--- config.mk ---
export PLATFORM = sky130hd
export DESIGN_NAME = hazard_stall_ctrl
export DESIGN_NICKNAME = d
export VERILOG_FILES = /design/src/rtl/hazard_stall_ctrl.sv
export SDC_FILE = /design/constraint.sdc
export NUM_CORES = 1
export LEC_CHECK = 0
export BUFFER_PORTS_ARGS = -buffer_cell sky130_fd_sc_hd__buf_2
export CAP_MARGIN = 5
export CELL_PAD_IN_SITES_DETAIL_PLACEMENT = 1
export CELL_PAD_IN_SITES_GLOBAL_PLACEMENT = 1
export CORE_MARGIN = 5
export CORE_UTILIZATION = 22
export CTS_CLUSTER_SIZE = 16
export DETAILED_ROUTE_END_ITERATION = 12
export PLACE_DENSITY = 0.85
export SLEW_MARGIN = 0
export SYNTH_ARGS = -nofsm -noshare
export SYNTH_HDL_FRONTEND = slang
export SYNTH_SLANG_ARGS = --single-unit
--- constraint.sdc ---
create_clock -name clock -period 2.4 [get_ports clock]
set_input_delay 0.24 -clock clock [delete_from_list [all_inputs] [get_ports clock]]
set_output_delay 0.24 -clock clock [all_outputs]
set_load 0.05 [all_outputs]
--- src/rtl/hazard_stall_ctrl.sv ---
// Hazard and stall controller for the 5-stage core: load-use interlock, taken-branch
// flush, and multdiv occupancy of X with its start/ready handshake and timeout abort.
module hazard_stall_ctrl #(
  parameter int MD_TIMEOUT = 40,
  parameter int CNT_W      = 6
) (
  input  logic        clock,
  input  logic        reset_n,
  input  logic [31:0] fd_insn,
  input  logic [31:0] dx_insn,
  input  logic        branch_taken,
  input  logic        multdiv_ready,
  output logic        stall_pc,
  output logic        stall_fd,
  output logic        stall_dx,
  output logic        bubble_xm,
  output logic        bubble_dx,
  output logic        flush_fd,
  output logic        md_start_mult,
  output logic        md_start_div,
  output logic        md_result_valid,
  output logic        md_busy,
  output logic        md_timeout
);

  localparam logic [4:0] OP_R    = 5'b00000;
  localparam logic [4:0] OP_LW   = 5'b01000;
  localparam logic [4:0] OP_SW   = 5'b00111;
  localparam logic [4:0] OP_BNE  = 5'b00010;
  localparam logic [4:0] OP_BLT  = 5'b00110;
  localparam logic [4:0] OP_BEQ  = 5'b01001;
  localparam logic [4:0] OP_JR   = 5'b00100;
  localparam logic [4:0] OP_ADDI = 5'b00101;
  localparam logic [4:0] ALU_MUL = 5'b00110;
  localparam logic [4:0] ALU_DIV = 5'b00111;

  localparam logic [CNT_W-1:0] TIMEOUT_CNT = CNT_W'(MD_TIMEOUT);

  typedef enum logic {IDLE, MD_WAIT} state_t;

  function automatic logic is_branch(input logic [4:0] op);
    return (op == OP_BNE) || (op == OP_BLT) || (op == OP_BEQ);
  endfunction

  function automatic logic reads_rs(input logic [4:0] op);
    return (op == OP_R) || (op == OP_ADDI) || (op == OP_LW) || (op == OP_SW) ||
           is_branch(op);
  endfunction

  // Shift aluops 0010x carry shamt instead of rt.
  function automatic logic reads_rt(input logic [4:0] op, input logic [4:0] aluop);
    return (op == OP_R) && (aluop[4:1] != 4'b0010);
  endfunction

  function automatic logic reads_rd(input logic [4:0] op);
    return is_branch(op) || (op == OP_JR);
  endfunction

  logic [4:0] fd_op, fd_rd, fd_rs, fd_rt, fd_aluop;
  logic [4:0] dx_op, dx_rd, dx_aluop;
  logic       unused_insn_bits;

  assign fd_op    = fd_insn[31:27];
  assign fd_rd    = fd_insn[26:22];
  assign fd_rs    = fd_insn[21:17];
  assign fd_rt    = fd_insn[16:12];
  assign fd_aluop = fd_insn[6:2];
  assign dx_op    = dx_insn[31:27];
  assign dx_rd    = dx_insn[26:22];
  assign dx_aluop = dx_insn[6:2];
  assign unused_insn_bits = ^{fd_insn[11:7], fd_insn[1:0], dx_insn[21:7], dx_insn[1:0]};

  logic dx_is_lw, dx_is_mul, dx_is_div, load_use;

  assign dx_is_lw  = (dx_op == OP_LW) && (dx_rd != 5'd0);
  assign dx_is_mul = (dx_op == OP_R) && (dx_aluop == ALU_MUL);
  assign dx_is_div = (dx_op == OP_R) && (dx_aluop == ALU_DIV);

  // An sw matching only on rd is left to the WM bypass; rd use is limited to branches/jr.
  assign load_use = dx_is_lw &&
                    ((reads_rs(fd_op) && (fd_rs == dx_rd)) ||
                     (reads_rt(fd_op, fd_aluop) && (fd_rt == dx_rd)) ||
                     (reads_rd(fd_op) && (fd_rd == dx_rd)));

  state_t           state, state_nxt;
  logic [CNT_W-1:0] cnt, cnt_nxt;
  logic             timeout_q, timeout_nxt;

  logic stall_pc_c, stall_fd_c, stall_dx_c, bubble_xm_c, bubble_dx_c, flush_fd_c;
  logic start_mult_c, start_div_c, result_valid_c;

  always_ff @(posedge clock or negedge reset_n) begin
    if (!reset_n) begin
      state     <= IDLE;
      cnt       <= '0;
      timeout_q <= 1'b0;
    end else begin
      state     <= state_nxt;
      cnt       <= cnt_nxt;
      timeout_q <= timeout_nxt;
    end
  end

  always_comb begin
    state_nxt      = state;
    cnt_nxt        = cnt;
    timeout_nxt    = timeout_q;
    stall_pc_c     = 1'b0;
    stall_fd_c     = 1'b0;
    stall_dx_c     = 1'b0;
    bubble_xm_c    = 1'b0;
    bubble_dx_c    = 1'b0;
    flush_fd_c     = 1'b0;
    start_mult_c   = 1'b0;
    start_div_c    = 1'b0;
    result_valid_c = 1'b0;
    case (state)
      IDLE: begin
        cnt_nxt = '0;
        if (branch_taken) begin
          flush_fd_c  = 1'b1;
          bubble_dx_c = 1'b1;
        end else if (dx_is_mul || dx_is_div) begin
          start_mult_c = dx_is_mul;
          start_div_c  = dx_is_div;
          stall_pc_c   = 1'b1;
          stall_fd_c   = 1'b1;
          stall_dx_c   = 1'b1;
          bubble_xm_c  = 1'b1;
          state_nxt    = MD_WAIT;
        end else if (load_use) begin
          stall_pc_c  = 1'b1;
          stall_fd_c  = 1'b1;
          bubble_dx_c = 1'b1;
        end
      end
      MD_WAIT: begin
        // Releasing the stalls in the result cycle lets the mul/div advance into XM.
        if (multdiv_ready) begin
          result_valid_c = 1'b1;
          cnt_nxt        = '0;
          state_nxt      = IDLE;
        end else if (cnt == TIMEOUT_CNT) begin
          result_valid_c = 1'b1;
          timeout_nxt    = 1'b1;
          cnt_nxt        = '0;
          state_nxt      = IDLE;
        end else begin
          stall_pc_c  = 1'b1;
          stall_fd_c  = 1'b1;
          stall_dx_c  = 1'b1;
          bubble_xm_c = 1'b1;
          cnt_nxt     = cnt + CNT_W'(1);
        end
      end
      default: begin
        state_nxt = IDLE;
        cnt_nxt   = '0;
      end
    endcase
  end

  // Combinational outputs are forced low while reset is held.
  assign stall_pc        = reset_n & stall_pc_c;
  assign stall_fd        = reset_n & stall_fd_c;
  assign stall_dx        = reset_n & stall_dx_c;
  assign bubble_xm       = reset_n & bubble_xm_c;
  assign bubble_dx       = reset_n & bubble_dx_c;
  assign flush_fd        = reset_n & flush_fd_c;
  assign md_start_mult   = reset_n & start_mult_c;
  assign md_start_div    = reset_n & start_div_c;
  assign md_result_valid = reset_n & result_valid_c;
  assign md_busy         = (state == MD_WAIT);
  assign md_timeout      = timeout_q;

endmodule

==> results of run 1 <==
==> metrics by stage <==
stage	cell area, µm²	instances
after floorplan	767	90
after global placement	1110	192
after detailed placement	1110	192
after CTS	1140	196
after global routing	1160	196
final	1160	196
==> path summary, 6_finish.rpt <==
path	end	slack [ns]	start
worst min register to register	md_timeout	0.45	md_timeout
worst max register to register	cnt[5]	1.09	cnt[0]
max in group asynchronous	cnt[2]	1.79	reset_n
worst min-delay path	cnt[4]	0.33	multdiv_ready
worst max-delay path	stall_fd	0.09	fd_insn[28]
min in group asynchronous	cnt[4]	0.40	reset_n
==> placed cells by master (no fill, tap or decap), drive strengths merged, types with 2 or more instances in the layout <==
| cell type | synthesis | routed |
|---|---|---|
| buf | 2 | 58 |
| nor2 | 13 | 13 |
| and2 | 4 | 4 |
| ha | 2 | 2 |
| nor4 | 4 | 4 |
| xor2 | 12 | 12 |
| a22oi | 2 | 2 |
| clkbuf | 0 | 3 |
| nor3 | 2 | 2 |
| inv | 5 | 5 |
| nand2 | 4 | 4 |
| nor4b | 2 | 2 |
| dfrtp | 8 | 8 |
| nand3 | 5 | 5 |
| and3 | 2 | 2 |
| or4 | 3 | 3 |
| xnor2 | 7 | 7 |
==> power by group <==
| group | internal (mW) | leakage [nW] | switching (mW) |
|---|---|---|---|
| combinational | 0.0512 | 0.467 | 0.0493 |
| clock | 0.0574 | 0.0138 | 0.0473 |
| sequential | 0.135 | 0.112 | 0.0000943 |
==> repair_timing <==
item,in CTS,in global routing
resized for setup,0,8
gates cloned,0,0
endpoints found under the hold margin,8,0
hold buffers,1,0
setup endpoints to repair,2,2
setup buffers,0,0
==> layer usage <==
metal	track usage [%]	routed length [µm]	vias up
li1	-	-	438
met1	13.8	1050	393
met2	19.3	1220	23
met3	1.31	116	2
met4	4.47	23	0
met5	0	0	-
==> registers in the layout, indices dropped and copies added (netlist names) <==
name and count:
cnt 6, md_busy 1, md_timeout 1
==> layout make-up <==
class                   instances  area [µm²]
multi-input cells              75         541
fillers                       438        2150
flip-flops and latches          8         200
inverters                       5        18.8
repair buffers                 59         325
well taps                      46        57.6
clock buffers                   3        22.5
==> critical path: stages <==
cell and delay, ns:
sky130_fd_sc_hd__buf_2 0.10, sky130_fd_sc_hd__or4_4 0.53, sky130_fd_sc_hd__nor4_2 0.16, sky130_fd_sc_hd__a22oi_1 0.14
sky130_fd_sc_hd__or4_4 0.51, sky130_fd_sc_hd__a21boi_4 0.20, sky130_fd_sc_hd__buf_6 0.18
==> cells by family (layout without fill, tap and decap cells) <==
kind of cell,count (synthesis),count (layout),share of synthesized area [%]
AO/OA/AOI/OAI,11,11,11.3
XOR/XNOR,19,19,22.1
adder cells (fa/ha/maj),2,2,3.33
buffers and inverters,7,67,4.49
flip-flops,8,8,26.6
multiplexers,1,1,1.33
AND/OR/NAND/NOR,42,42,30.8
==> metrics list, run 1 <==
- Yosys printed 0 warnings.
* Number of maximum-capacitance violations: 0
* Finish-stage setup viols: 0
* Most frequent cell after synthesis: sky130_fd_sc_hd__nor2_1
- STA puts the critical path data required time at 2.16 ns.
* Vias/cell: 4.37
- Once detail routing completed, the nets flagged for antenna violations numbered 0.
- Vias: 856
- VDD sags by at most 83.9 µV.
- Remaining Overflow, GRT: 0
* Worst-skew pair later-pin latency: 0.25 ns
- The worst setup path is of the input pin to output pin kind.
- At the pin with the least slew margin, the transition time is 0.382 ns.
- For this design the ratio of total power to cell area is 292 nW/µm².
- The via count of the first global-routing pass came to 878.
* Instance count of the mapped netlist: 90
* HPWL after detailed placement: 2.13 mm
- The final critical path takes up 96.1% of the cycle.
- The number of slew-limit violations in the final report came to 0.
* Synth-to-layout area growth: 54.9%
* Cell at the root of the clock tree: sky130_fd_sc_hd__clkbuf_4
* Port buffer count: 53
- Worst Skew: 0.000663 ns
- In the final layout, the share of cells above drive strength 1 is 44.0%.
- Pin count of the biggest net entering global routing: 15
* Routed wirelength normalized by instance count: 12.3 µm
* Setup crit end kind: output pin
* Startpoint type of the worst setup path: input pin
* CTS tree: built
- The synthesized netlist contains 31 unique library cells.
- Die span in x: 68.5 µm
* Area of the core region: 3310 µm²
- Setup TNS after final layout: 0 ns
- Clock tree synthesis inserted a total of 3 buffers.
- Summed over all cells, the static leakage comes to 0.592 nW.
- Commonest cells in the synthesized netlist: sky130_fd_sc_hd__nor2_1 (13), sky130_fd_sc_hd__xor2_1 (12), sky130_fd_sc_hd__dfrtp_1 (8)
- Final Worst Setup Slack: 0.0930 ns
- Final-layout worst hold slack: 0.329 ns
- Status: complete, no violations
- The initial utilization of the core area, before any placement, comes to 22.7%.
- Area share of the largest cell type after synthesis: 26.6%
* First-pass GRT wire length: 3.93 mm
* Height of the chip: 68.5 µm
* Predominant post-synthesis flop cell: sky130_fd_sc_hd__dfrtp_1
- Data on the critical path arrives at its endpoint at 2.07 ns.
- Boundary pin count: 79
* Share of synthesized flip-flops with an asynchronous set or reset: 100%
* Number of antenna repair diodes: 0
- Drt first-iter violations: 9
- Initial antenna violation count: 0
- Register bit total from synthesis: 8
- Seq/Total Area, Yosys: 26.6%
* GRT Total Usage: 11.1%
* Layout Utilization: 35.2%
- Relative slew slack: 74.3%
* Top post-synthesis cells by area: sky130_fd_sc_hd__dfrtp_1 (27%), sky130_fd_sc_hd__xor2_1 (14%), sky130_fd_sc_hd__xnor2_1 (8.2%)
- Maximum clock path buffer count: 2
- The die covers 4690 µm².
* Number of failing hold endpoints at the final stage: 0
- Unrepaired setup endpoints after global routing: false
* Worst min path class: input pin to flip-flop
- Peak fanout along the critical path: 2
- Period minus WS final: 2.31 ns
- Clk pin slew, worst setup/hold paths: 0.06 ns
- Path depth of the worst reg2reg path: 6
* Hold Path Stages: 3
- The synthesized design contains 0 enable-type register cells.
* Routability Congestion: 0.764
* Maximum clock frequency: 433 MHz
* Total Routed Length: 2.41 mm
* Average cell area after synthesis: 8.36 µm²
- Layout Nets: 222
- Post-synth design cell area: 752 µm²
- The tree built by TritonCTS fans out to 8 sinks.
- The completed layout was analyzed and its total power is 0.340 mW.
* DRC violations left: 0
* Worst setup slack before clock tree synthesis: -0.0389 ns
- CTS built an H-tree with a depth of 1.
- First-pass iteration count of the detailed router: 4
- Post-synthesis net count: 160
- The largest total area in the synthesized netlist belongs to sky130_fd_sc_hd__dfrtp_1.
- Standard-cell row count: 21
No activity file was read; power rests on OpenSTA's default activity.
==> inputs of run 2 (changes only) <==
--- a/config.mk
+++ b/config.mk
@@ -13,6 +13,7 @@
 export CORE_UTILIZATION = 22
 export CTS_CLUSTER_SIZE = 16
 export DETAILED_ROUTE_END_ITERATION = 12
+export GPL_TIMING_DRIVEN = 0
 export PLACE_DENSITY = 0.85
 export SLEW_MARGIN = 0
 export SYNTH_ARGS = -nofsm -noshare
==> run 2 against run 1 <==
  * Die area did not move
  * Clock skew up 0.0011 ns
  * Sequential share of layout area is 0.61 points lower
  * Sequential power about the same
  * Design area up 3.7%
  * Critical path depth is 1 higher
  * Maximum frequency fell by 3.3%
  * Hold slack worse by 0.0011 ns
  * Largest power group unchanged
  * Highest routed layer unchanged
==> metrics list, run 2 (synthesis results as in run 1) <==
* Routed wirelength normalized by instance count: 13.4 µm (was 12.3 µm)
* Crit path max-delay family: simple AND/OR/NAND/NOR gates (unchanged)
* Share of total power in combinational logic: 30.2% (was 29.5%)
* Vias/cell: 4.49 (was 4.37)
- Worst voltage drop across the vdd grid: 106 µV (was 83.9 µV)
* DRC violations left: 0 (unchanged)
* CTS tree: built (unchanged)
* Max stage delay on crit path: 0.54 ns (was 0.53 ns)
- The area of the die came to 4690 µm² (unchanged).
- The most common cell after layout, fill and taps aside is sky130_fd_sc_hd__buf_2 (unchanged).
* GRT Total Usage: 11.2% (was 11.1%)
- The maximum number of pins on one net before global-route repair was 15 (unchanged).
- Setup TNS after final layout: 0 ns (unchanged)
- The number of clock buffers inserted by TritonCTS came to 3 (unchanged).
- The final antenna-violating net count was 0 (unchanged).
* Area of the core region: 3310 µm² (unchanged)
- Startpoint type of the worst setup path: input pin (unchanged)
- The power after layout came to 0.350 mW (was 0.340 mW).
* Share of power burned in the clock network: 31.2% (was 30.8%)
- The internal power consumption came to 0.244 mW (was 0.243 mW).
- The power density of the placed cells is 290 nW/µm² (was 292 nW/µm²).
- The number of failing setup endpoints in the final timing report was 0 (unchanged).
- The area growth from synthesis to layout was 60.6% (was 54.9%).
- The initial core utilization was 22.7% (unchanged).
* Final-layout worst hold slack: 0.328 ns (was 0.329 ns)
* Number of global-route vias before repair: 865 (was 878)
- Total Routed Length: 2.60 mm (was 2.41 mm)
- The achievable frequency came to 419 MHz (was 433 MHz).
- Unrepaired setup endpoints after global routing: true (was false)
- The number of sinks driven by the clock tree came to 8 (unchanged).
* Most frequent cells in the layout: sky130_fd_sc_hd__buf_2 (49), sky130_fd_sc_hd__nor2_1 (13), sky130_fd_sc_hd__xor2_1 (12) (was sky130_fd_sc_hd__buf_2 (51), sky130_fd_sc_hd__nor2_1 (13), sky130_fd_sc_hd__xor2_1 (12))
- The share of final-layout standard cells stronger than drive strength 1 is 45.3% (was 44.0%).
* Worst Skew: 0.00181 ns (was 0.000663 ns)
* Critical path data arrival time: 2.14 ns (was 2.07 ns)
* Maximum clock path buffer count: 2 (unchanged)
* Layout Nets: 220 (was 222)
- Most flops, register: cnt (unchanged)
- The slew at the pin closest to its max-slew limit was 0.474 ns (was 0.382 ns).
- The post-route clock period utilization was 99.4% (was 96.1%).
- Worst endpoint required time: 2.16 ns (about the same)
- Static power due to leakage: 0.594 nW (was 0.592 nW)
- The number of H-tree levels was 1 (unchanged).
- Relative slew slack: 68.1% (was 74.3%)
- The top-level port count was 79 (unchanged).
* Standard-cell row count: 21 (unchanged)
- Peak fanout along the critical path: 4 (was 2)
* Fillcell total: 430 (was 438)
- Setup crit end kind: output pin (unchanged)
- Switching power of the nets: 0.106 mW (was 0.0967 mW)
- Portion of total power attributed to sequential cells: 38.6% (was 39.7%)
- The cell at the root of the clock tree was sky130_fd_sc_hd__clkbuf_4 (unchanged).
- Number of buffer and inverter instances along the worst setup path: 3 (was 2)
* First-pass GRT wire length: 3.92 mm (was 3.93 mm)
* Number of maximum-capacitance violations: 0 (unchanged)
- Worst-skew pair later-pin latency: 0.26 ns (was 0.25 ns)
- The number of input and output port buffers inserted came to 53 (unchanged).
* Initial antenna violation count: 0 (unchanged)
- Type of the worst setup path: input pin to output pin (unchanged)
* Critical Path Slowest Stage Cell: sky130_fd_sc_hd__or4_4 (unchanged)
- Number of failing hold endpoints at the final stage: 0 (unchanged)
- The die extent in y was 68.5 µm (unchanged).
* Drt first-iter violations: 4 (was 9)
* Worst-path cell chain: buf_6 > or4_4 > nor4_4 > a22oi_2 > or4_4 > a21boi_4 > buf_6 > buf_8 (was buf_2 > or4_4 > nor4_2 > a22oi_1 > or4_4 > a21boi_4 > buf_6)
* Die span in x: 68.5 µm (unchanged)
* Max-slew violations: 0 (unchanged)
- First-pass iteration count of the detailed router: 4 (unchanged)
- The clock period minus final worst setup slack was 2.38 ns (was 2.31 ns).
* Number of antenna repair diodes: 0 (unchanged)
* Worst min path class: input pin to flip-flop (unchanged)
- Vias: 872 (was 856)
- HPWL after detailed placement: 2.19 mm (was 2.13 mm)
* Switching share of power: 30.3% (was 28.4%)
- Status: complete, no violations (unchanged).
- The final weighted congestion in routability-driven placement came to 0.800 (was 0.764).
* Clk pin slew, worst setup/hold paths: 0.05 ns (was 0.06 ns)
- Largest register FFs: 6 (unchanged)
* Remaining Overflow, GRT: 0 (unchanged)
==> run 2: changes by cell type in the layout (fill, tap and decap cells not counted), sizes merged <==
cell,change
buf,-2
==> run 2: power by group through the flow <==
stage	logic [mW]	registers, mW	clock network [mW]
2_1_floorplan	0.0405	0.138	0
3_5_place_dp	0.0971	0.137	0
6_report	0.105	0.135	0.109
3_3_place_gp	0.0933	0.137	0
5_1_grt	0.115	0.135	0.120
4_1_cts	0.103	0.135	0.110
==> run 2: worst register-to-register path: stages, from the launching register on <==
cell and delay [ns]:
sky130_fd_sc_hd__dfrtp_1 0.41, sky130_fd_sc_hd__inv_1 0.07, sky130_fd_sc_hd__ha_1 0.13, sky130_fd_sc_hd__nand2_1 0.09, sky130_fd_sc_hd__o41ai_4 0.35, sky130_fd_sc_hd__nand2_1 0.18
==> run 2: cell type report <==
class	instances	area, µm²	share of cell area, %
flip-flops and latches	8	200	16.6
clock buffers	3	22.5	1.87
inverters	5	18.8	1.55
repair buffers	55	312	25.8
plain buffers	2	18.8	1.55
well taps	46	57.6	4.77
multi-input cells	75	578	47.9
==> run 2: path summary, 6_finish.rpt <==
check	from	to	slack, ns	depth (start not counted)
setup / recovery	fd_insn[28]	stall_pc	0.02	8
hold / removal	dx_insn[31]	md_busy	0.33	4
setup reg to reg	cnt[0]	md_busy	1.01	5
hold reg to reg	md_timeout	md_timeout	0.45	1
max in group asynchronous	reset_n	cnt[0]	1.80	2
min in group asynchronous	reset_n	md_timeout	0.38	2
==> run 2: timing repair <==
action / CTS / global route
endpoints found under the hold margin: 8 / 0
gates resized for setup: 9 / 7
cloned: 0 / 0
hold buffers: 1 / 0
setup buffers: 0 / 1
setup endpoints to repair: 4 / 2
==> run 2: per-stage QoR <==
stage	utilization [%]	setup WS, ns	cells	area [µm²]
after floorplan	-	0.0122	90	767
after CTS	35.4	-0.0179	193	1170
after global routing	36.5	-0.0512	194	1210
after global placement	32.9	-0.123	189	1090
final	36.5	0.0151	194	1210
after detailed placement	32.9	-0.192	189	1090
==> run 2: per-layer routing <==
metal | part of all wire, % | vias up | track usage [%] | routed length [µm]
li1 | - | 430 | - | -
met1 | 39 | 414 | 13.5 | 1020
met2 | 54 | 26 | 20.1 | 1400
met3 | 6.2 | 2 | 1.81 | 161
met4 | 0.73 | 0 | 2.98 | 19
met5 | 0 | - | 0 | 0
